===== src/rtl/pool_frame_ctrl.sv =====
// pool_frame_ctrl: frame-level sequencer between the Sobel stream and the 2x2
// stride-1 average-pooling datapath. Each accepted start flushes the pooling
// block, admits one IMG_W x IMG_H frame under serializer backpressure, counts
// the pooled pixels returned and ends with a done pulse (error on drain timeout).
//
// Ports:
//   clk_200mhz, reset      : single clock, asynchronous active-high reset
//   start                  : one-cycle frame request, honoured only while idle
//   busy                   : high whenever a frame is in progress (not IDLE)
//   frame_done/frame_error : end-of-frame pulse; error flag held until next start
//   src_pixel/src_valid/src_ready : Sobel input stream
//   pool_pixel/pool_valid  : pixel stream to pooling (pixel is a straight copy)
//   pool_reset_n           : registered active-low reset to pooling block
//   pool_valid_out         : pooled-pixel strobe returned by pooling
//   ser_ready              : serializer backpressure
//   out_count              : pooled pixels counted this frame (saturating)
//   stall_cycles           : backpressure stall counter
//
// Build option: define FRAME_STATS_EN to build the stall_cycles counter;
// otherwise stall_cycles is tied to zero.
module pool_frame_ctrl #(
    parameter int IMG_W         = 62,
    parameter int IMG_H         = 62,
    parameter int FLUSH_CYCLES  = 4,
    parameter int DRAIN_TIMEOUT = 64
) (
    input  logic        clk_200mhz,
    input  logic        reset,
    input  logic        start,
    output logic        busy,
    output logic        frame_done,
    output logic        frame_error,
    input  logic [11:0] src_pixel,
    input  logic        src_valid,
    output logic        src_ready,
    output logic [11:0] pool_pixel,
    output logic        pool_valid,
    output logic        pool_reset_n,
    input  logic        pool_valid_out,
    input  logic        ser_ready,
    output logic [11:0] out_count,
    output logic [15:0] stall_cycles
);

    localparam logic [15:0] COL_LAST   = 16'(IMG_W - 1);
    localparam logic [15:0] ROW_LAST   = 16'(IMG_H - 1);
    localparam logic [15:0] FLUSH_LAST = 16'(FLUSH_CYCLES - 1);
    localparam logic [15:0] TIMEOUT    = 16'(DRAIN_TIMEOUT);
    // A 2x2 stride-1 window yields one output per input pixel with row>0, col>0.
    localparam logic [11:0] EXP_CNT    = 12'((IMG_W - 1) * (IMG_H - 1));

    typedef enum logic [2:0] {
        S_IDLE,
        S_FLUSH,
        S_STREAM,
        S_DRAIN,
        S_DONE
    } state_t;

    state_t      r_state;
    logic [15:0] r_col;
    logic [15:0] r_row;
    logic [15:0] r_timer;      // flush length in FLUSH, drain age in DRAIN
    logic [11:0] r_out_count;
    logic        r_busy;
    logic        r_frame_done;
    logic        r_frame_error;
    logic        r_pool_reset_n;

    logic        w_stream;
    logic        w_xfer;
    logic        w_last_xfer;
    logic        w_cnt_inc;
    logic [11:0] w_cnt_next;
    logic [15:0] w_timer_next;

    assign w_stream     = (r_state == S_STREAM);
    assign w_xfer       = w_stream & src_valid & ser_ready;
    assign w_last_xfer  = w_xfer && (r_col == COL_LAST) && (r_row == ROW_LAST);
    // Pooled strobes only count while pixels can still be in flight.
    assign w_cnt_inc    = pool_valid_out
                          && ((r_state == S_STREAM) || (r_state == S_DRAIN))
                          && (r_out_count != 12'hFFF);
    assign w_cnt_next   = r_out_count + 12'(w_cnt_inc);
    assign w_timer_next = r_timer + 16'd1;

    // Ready is a combinational pass-through of the serializer so a stalled
    // serializer never lets a pixel slip into the pooling block.
    assign src_ready    = w_stream & ser_ready;
    assign pool_valid   = w_xfer;
    assign pool_pixel   = src_pixel;

    assign busy         = r_busy;
    assign frame_done   = r_frame_done;
    assign frame_error  = r_frame_error;
    assign pool_reset_n = r_pool_reset_n;
    assign out_count    = r_out_count;

    always_ff @(posedge clk_200mhz or posedge reset) begin
        if (reset) begin
            r_state        <= S_IDLE;
            r_col          <= 16'd0;
            r_row          <= 16'd0;
            r_timer        <= 16'd0;
            r_out_count    <= 12'd0;
            r_busy         <= 1'b0;
            r_frame_done   <= 1'b0;
            r_frame_error  <= 1'b0;
            r_pool_reset_n <= 1'b0;
        end else begin
            r_frame_done <= 1'b0;
            r_out_count  <= w_cnt_next;
            case (r_state)
                S_IDLE: begin
                    r_pool_reset_n <= 1'b1;
                    r_busy         <= 1'b0;
                    if (start) begin
                        r_col          <= 16'd0;
                        r_row          <= 16'd0;
                        r_timer        <= 16'd0;
                        r_out_count    <= 12'd0;
                        r_frame_error  <= 1'b0;
                        r_pool_reset_n <= 1'b0;
                        r_busy         <= 1'b1;
                        r_state        <= S_FLUSH;
                    end
                end
                S_FLUSH: begin
                    if (r_timer == FLUSH_LAST) begin
                        r_timer        <= 16'd0;
                        r_pool_reset_n <= 1'b1;
                        r_state        <= S_STREAM;
                    end else begin
                        r_timer <= w_timer_next;
                    end
                end
                S_STREAM: begin
                    if (w_xfer) begin
                        if (r_col == COL_LAST) begin
                            r_col <= 16'd0;
                            r_row <= r_row + 16'd1;
                        end else begin
                            r_col <= r_col + 16'd1;
                        end
                    end
                    if (w_last_xfer) begin
                        r_state <= S_DRAIN;
                    end
                end
                S_DRAIN: begin
                    r_timer <= w_timer_next;
                    // Completion is checked first so a final strobe landing on
                    // the timeout cycle still reports success.
                    if (w_cnt_next >= EXP_CNT) begin
                        r_frame_done  <= 1'b1;
                        r_frame_error <= 1'b0;
                        r_state       <= S_DONE;
                    end else if (w_timer_next >= TIMEOUT) begin
                        r_frame_done  <= 1'b1;
                        r_frame_error <= 1'b1;
                        r_state       <= S_DONE;
                    end
                end
                S_DONE: begin
                    r_busy  <= 1'b0;
                    r_state <= S_IDLE;
                end
                default: begin
                    r_state <= S_IDLE;
                end
            endcase
        end
    end

`ifdef FRAME_STATS_EN
    logic [15:0] r_stall_cycles;

    always_ff @(posedge clk_200mhz or posedge reset) begin
        if (reset) begin
            r_stall_cycles <= 16'd0;
        end else if ((r_state == S_IDLE) && start) begin
            r_stall_cycles <= 16'd0;
        end else if (w_stream && src_valid && !ser_ready
                     && (r_stall_cycles != 16'hFFFF)) begin
            r_stall_cycles <= r_stall_cycles + 16'd1;
        end
    end

    assign stall_cycles = r_stall_cycles;
`else
    assign stall_cycles = 16'd0;
`endif

endmodule

===== config.mk =====
export PLATFORM = sky130hd
export DESIGN_NAME = pool_frame_ctrl
export DESIGN_NICKNAME = d
export VERILOG_FILES = /design/src/rtl/pool_frame_ctrl.sv
export SDC_FILE = /design/constraint.sdc
export NUM_CORES = 1
export LEC_CHECK = 0
export BUFFER_PORTS_ARGS = -buffer_cell sky130_fd_sc_hd__buf_2
export CAP_MARGIN = 10
export CORE_MARGIN = 2
export CORE_UTILIZATION = 59
export CTS_BUF_LIST = sky130_fd_sc_hd__clkbuf_8
export DETAILED_ROUTE_END_ITERATION = 12
export PLACE_DENSITY_LB_ADDON = 0.15
export SLEW_MARGIN = 30
export SYNTH_ARGS = -nofsm -noshare
export SYNTH_HDL_FRONTEND = slang
export SYNTH_SLANG_ARGS = --single-unit

===== constraint.sdc =====
create_clock -name clk_200mhz -period 3.4 [get_ports clk_200mhz]
set_input_delay 0.51 -clock clk_200mhz [delete_from_list [all_inputs] [get_ports clk_200mhz]]
set_output_delay 0.51 -clock clk_200mhz [all_outputs]
set_load 0.01 [all_outputs]

Word-level counts from Yosys, hierarchy flattened
Index checks and enable logic that the tools add are counted.

cells by class
  $add $sub $neg = 4
  $lt $le $gt $ge = 2
  equality and inequality tests = 14
  muxes and demuxes = 29
  bitwise operators = 3
  reduce and logical (&&, ||, !) cells = 17

operators with widths
  kind                                                                    count
  16-bit 2-to-1 mux                                                       6
  16-bit one-hot mux with 2 select lines                                  2
  16-bit by 1-bit adder with 16-bit output, second input constant         3
  16-bit one-hot mux with 3 select lines                                  1
  16-bit by 6-bit == test with 1-bit output, second input constant        2
  12-bit 2-to-1 mux                                                       2
  16-bit by 2-bit == test with 1-bit output, second input constant        1
  16-bit by 7-bit >= comparator with 1-bit output, second input constant  1
  3-bit 2-to-1 mux                                                        5
  12-bit by 1-bit adder with 12-bit output                                1
  12-bit >= comparator, second input constant                             1
  12-bit != test, second input constant                                   1
  3-bit one-hot mux with 4 select lines                                   1
  1-bit 2-to-1 mux                                                        9
  4-bit AND reduction                                                     2
  2-bit nonzero test                                                      4
  3-bit by 2-bit == test with 1-bit output, second input constant         2
  2-bit by 1-bit != test with 1-bit output, second input constant         3
  1-bit one-hot mux with 2 select lines                                   3
  3-bit AND reduction                                                     2
  1-bit logical AND                                                       4
  2-bit != test, second input constant                                    2
  2-bit AND reduction                                                     2
  1-bit AND                                                               3
  other kinds (6)                                                         6

word-level totals
  register bits = 67
  logic and storage cells = 78

Logic depth before layout (Yosys ltp)
  depth after elaboration = 8
  gate-level depth with buffers = 13

Worst setup path before layout
OpenSTA, ideal clock, no wires.

  kind = reg2reg
  start point = register r_out_count[3] (netlist: out_count[3])
  end point = register r_state[1]
  setup time = 0.087 ns
  arrival = 2.815 ns
  data required time = 3.313 ns
  setup slack = 0.498 ns
  stages on the path, launching flop included = 14
  clock period less this slack = 2.902 ns
  cells stage by stage = dfrtp_1 -> clkbuf_1 -> nand4_1 -> nor2_1 -> nand4_1 -> and3_1 -> ha_1 -> ha_1 -> xnor2_1 -> nand2_1 -> maj3_1 -> o22ai_1 -> a21oi_1 -> o211ai_1

between the ends
  word-level cells in the longest chain between the ends = 6
  elaborated cells between the ends (all ways) = 8
  those cells by class = add/sub (1); order compare (1); eq/ne (2); mux (2); reduce/logical (2)

ends and longest elaborated chain
  element                                                                                        line  text
  from (decl)                                                                                    64    logic [11:0] r_out_count;
  from (signal assigned)                                                                         112   r_out_count <= w_cnt_next;
  12-bit != test                                                                                 83    && (r_out_count != 12'hFFF);
  1-bit logical AND                                                                              83
  12-bit by 1-bit adder with 12-bit output (*)                                                   84    assign w_cnt_next = r_out_count + 12'(w_cnt_inc);
  12-bit >= comparator (*)                                                                       154   if (w_cnt_next >= EXP_CNT) begin
  3-bit by 1-bit != test with 1-bit output (no line) / 3-bit 2-to-1 mux (equally long branches)  -
  4-bit AND reduction (no line) / 3-bit one-hot mux with 4 select lines (equally long branches)  -
  to (signal assigned)                                                                           157   r_state <= S_DONE;
  to (signal assigned)                                                                           161   r_state <= S_DONE;
  to (signal assigned)                                                                           166   r_state <= S_IDLE;
  to (decl)                                                                                      60    state_t r_state;

Mark *: on every way between the ends. The rest lies on a longest branch, timed or not.
A chain may end at the register's enable or synchronous reset.

Worst setup path in the final report
  start point = register r_out_count[3] (netlist: out_count[3])
  end point = register r_state[0]

The elaborated chain is that of the path after synthesis.

==> metrics.md <==
| Metric | Value |
|---|---|
| CTS Buf Count | 9 |
| Final Hold Viols | 0 |
| Fin nets | 485 |
| Via count | 3142 |
| Clock tree buffer depth | 2 |
| Port bufs | 23 |
| ANT cells | 0 |
| WS Path Type | reg -> reg |
| Fraction of registers with async set/reset | 1.000 |
| Initial core utilization | 0.6193 |
| Unique masters post-synth | 52 |
| Critical Path RT | 3.67 ns |
| Row count | 29 |
| Met1 Use GR | 0.3483 |
| Worst reg2reg startpoint | out_count[3] |
| RSZ-0062 raised after global routing | false |
| Die Y | 86.11 um |
| Status | finished, final reports clean |
| YS warnings | 0 |
| Seq cells post-synth | 67 |
| Max IR drop VDD | 0.0005391 V |
| Vias in the first global route | 3016 |
| Vias per inst | 5.808 |
| Relative slew slack | 0.4515 |
| Die area | 7414 sq um |
| TritonRoute pass-1 iters | 4 |
| Commonest non-fill, non-tap cells in the layout | 67 x dfrtp_1, 45 x nor2_1, 43 x nand2_1, 31 x o21ai_0, 23 x buf_2 |
| Gr busiest metal | met2 |
| Leakage | 1.911 nW |
| GP Congestion | 0.9812 |
| Hold_buf cts | 0 |
| Share of cells above drive strength 1 | 0.1228 |
| Postcts setup bufs | 0 |
| Largest net degree at the start of global routing | 37 |
| R2R Setup Slk | 0.21 ns |
| CP Data Arrival Time | 3.46 ns |
| Crit share post-route | 0.9384 |
| Worst-Margin Slew | 0.8226 ns |
| DR iter-0 viols | 165 |
| DRC errors left | 0 |
| Die X | 86.11 um |
| Skew-Pair Late Insertion Delay | 0.35 ns |
| Grt ovf | 0 |
| Grt met2 use | 0.3538 |
| Min Hold Slack | 0.2832 ns |
| First-pass GRT wire length | 14.17 mm |
| Post-detail-place hpwl | 5.577 mm |
| Syn Area/Cell | 8.878 sq um |
| Core Region | 6422 sq um |
| Worst setup EP type | flip-flop |
| Area grow syn2layout | 6.071% |
| Met3 usage | 0.03754 |
| Max-cap violation count | 0 |
| Setup violators final | 0 |
| Sequential fraction of the synthesis area | 0.4215 |
| Worst hold path class | in -> async |
| Primary FF master, synth | dfrtp_1 |
| H-tree depth | 3 |
| Pwr Density | 599.7 nW/um^2 |
| # IOs | 64 |
| Root Buffer | clkbuf_8 |
| Final Max Slew Viols | 0 |
| Synthesized instance count | 448 |
| Antenna violations before repair | 0 |
| WL/cell | 15.04 um |
| Critical Path Start Type | flip-flop |
| Register-to-Register Path Depth | 12 |
| Total GRT Usage | 0.2378 |
| Mapped cell area | 3978 sq um |
| CTS sink count | 67 |
| Most common cell after layout, fill and taps aside | dfrtp_1 |
| Post-CTS Resized | 0 |
| EDFF count, synth | 0 |
| CTS tree | built |
| Worst-path fanout max | 9 |
| Setup Total Neg Slack | 0 ns |
| Post-detailed-route count of antenna-violating nets | 0 |
| Reg2reg end | r_state[0] |
| Layout Skew | 0.01202 ns |
| Routed WL | 8.134 mm |
| Worst-path clk slew | 0.09 ns |
| Fmax | 0.3134 GHz |
| Fin crit period | 3.191 ns |
[metrics by stage]
stage	utilization	area (sq um)	total power (W)	instances	setup WS, ns
CTS	0.6569	4219	0.002542	541	0.2636
floorplan	-	4034	0.001665	463	0.4981
global placement	0.6258	4019	0.001822	525	0.4812
finish	0.6569	4219	0.002530	541	0.2093
global route	0.6569	4219	0.002715	541	0.01463
detailed placement	0.6258	4019	0.001858	525	0.3504
[sequential cells by signal, indices dropped and copies added, names as in the netlist]
name / cells
busy: 1
frame_done: 1
frame_error: 1
out_count: 12
pool_reset_n: 1
r_col: 16
r_row: 16
r_state: 3
r_timer: 16
[cells by family (layout without fill, tap and decap cells)]
group                      count (synthesis)  after routing  synth area share
adders and majority gates                  9              9           0.02768
other                                      1             16         0.0009428
buffers and inverters                     55             56           0.07990
DFF                                       67             67            0.4215
and+or+nand+nor                          199            199            0.2614
muxes                                      4              4           0.01007
xor gates and xnor gates                  37             37           0.08147
AOI/OAI and AO/OA                         76             76            0.1170
[power by group]
group	total (W)	switching [W]	internal, W
registers	0.00114	0.000208	0.000928
logic	0.000718	0.000410	0.000308
clock network	0.000676	0.000334	0.000342
total	0.00253	0.000952	0.00158
[layout make-up]
| type | instances | area, sq um |
|---|---|---|
| fill | 556 | 2203 |
| multi-input combinational | 341 | 2044 |
| sequential | 67 | 1677 |
| inverter | 11 | 41.29 |
| clock buffer | 9 | 123.9 |
| clock inverter | 7 | 76.32 |
| tap | 77 | 96.34 |
| timing repair buffer | 29 | 160.2 |
[critical path: stages, from the launching register on]
cell,delay (ns)
dfrtp_1,0.50
nand4_1,0.20
nor2_1,0.25
nand4_1,0.12
and3_1,0.20
ha_1,0.21
ha_1,0.28
xnor2_1,0.23
nand2_1,0.09
maj3_1,0.36
o22ai_1,0.30
a21oi_1,0.16
o22ai_1,0.20
[layer usage]
metal,wire (um),up-vias
li1,-,1556
met1,3986,1504
met2,3694,67
met3,323,15
met4,129,0
met5,0,-
[worst max-delay path by stage]
stage                 end  cells after the start          from
2_1_floorplan  r_state[1]                     13  out_count[3]
3_3_place_gp   r_state[1]                     12  out_count[3]
3_5_place_dp   r_state[0]                     12  out_count[3]
4_1_cts        r_state[0]                     12  out_count[3]
5_1_grt        r_state[0]                     12  out_count[3]
6_report       r_state[0]                     12  out_count[3]
[Yosys cell counts, types with 3 or more instances]
library cell | number | area (sq um)
inv_1 | 10 | 37.54
xnor2_1 | 15 | 131.4
buf_4 | 28 | 210.2
nor3b_1 | 3 | 22.52
nor2b_1 | 7 | 43.79
clkbuf_1 | 9 | 33.78
o31ai_1 | 8 | 60.06
xor2_1 | 22 | 192.7
nand2b_1 | 4 | 25.02
nand3_1 | 18 | 90.09
nor3_1 | 8 | 40.04
a21oi_1 | 13 | 65.06
nor2_1 | 45 | 168.9
nand4_1 | 19 | 118.9
or2_2 | 4 | 25.02
o21ai_0 | 31 | 155.2
or3_1 | 6 | 37.54
o22ai_1 | 4 | 25.02
and2_1 | 4 | 25.02
mux2i_1 | 4 | 40.04
and3_1 | 18 | 112.6
ha_1 | 8 | 100.1
a21o_1 | 3 | 22.52
buf_2 | 5 | 25.02
nand2_1 | 43 | 161.4
nor4_1 | 7 | 43.79
and4_1 | 6 | 52.55
dfrtp_1 | 67 | 1677
(Power assumes the default switching activity.)
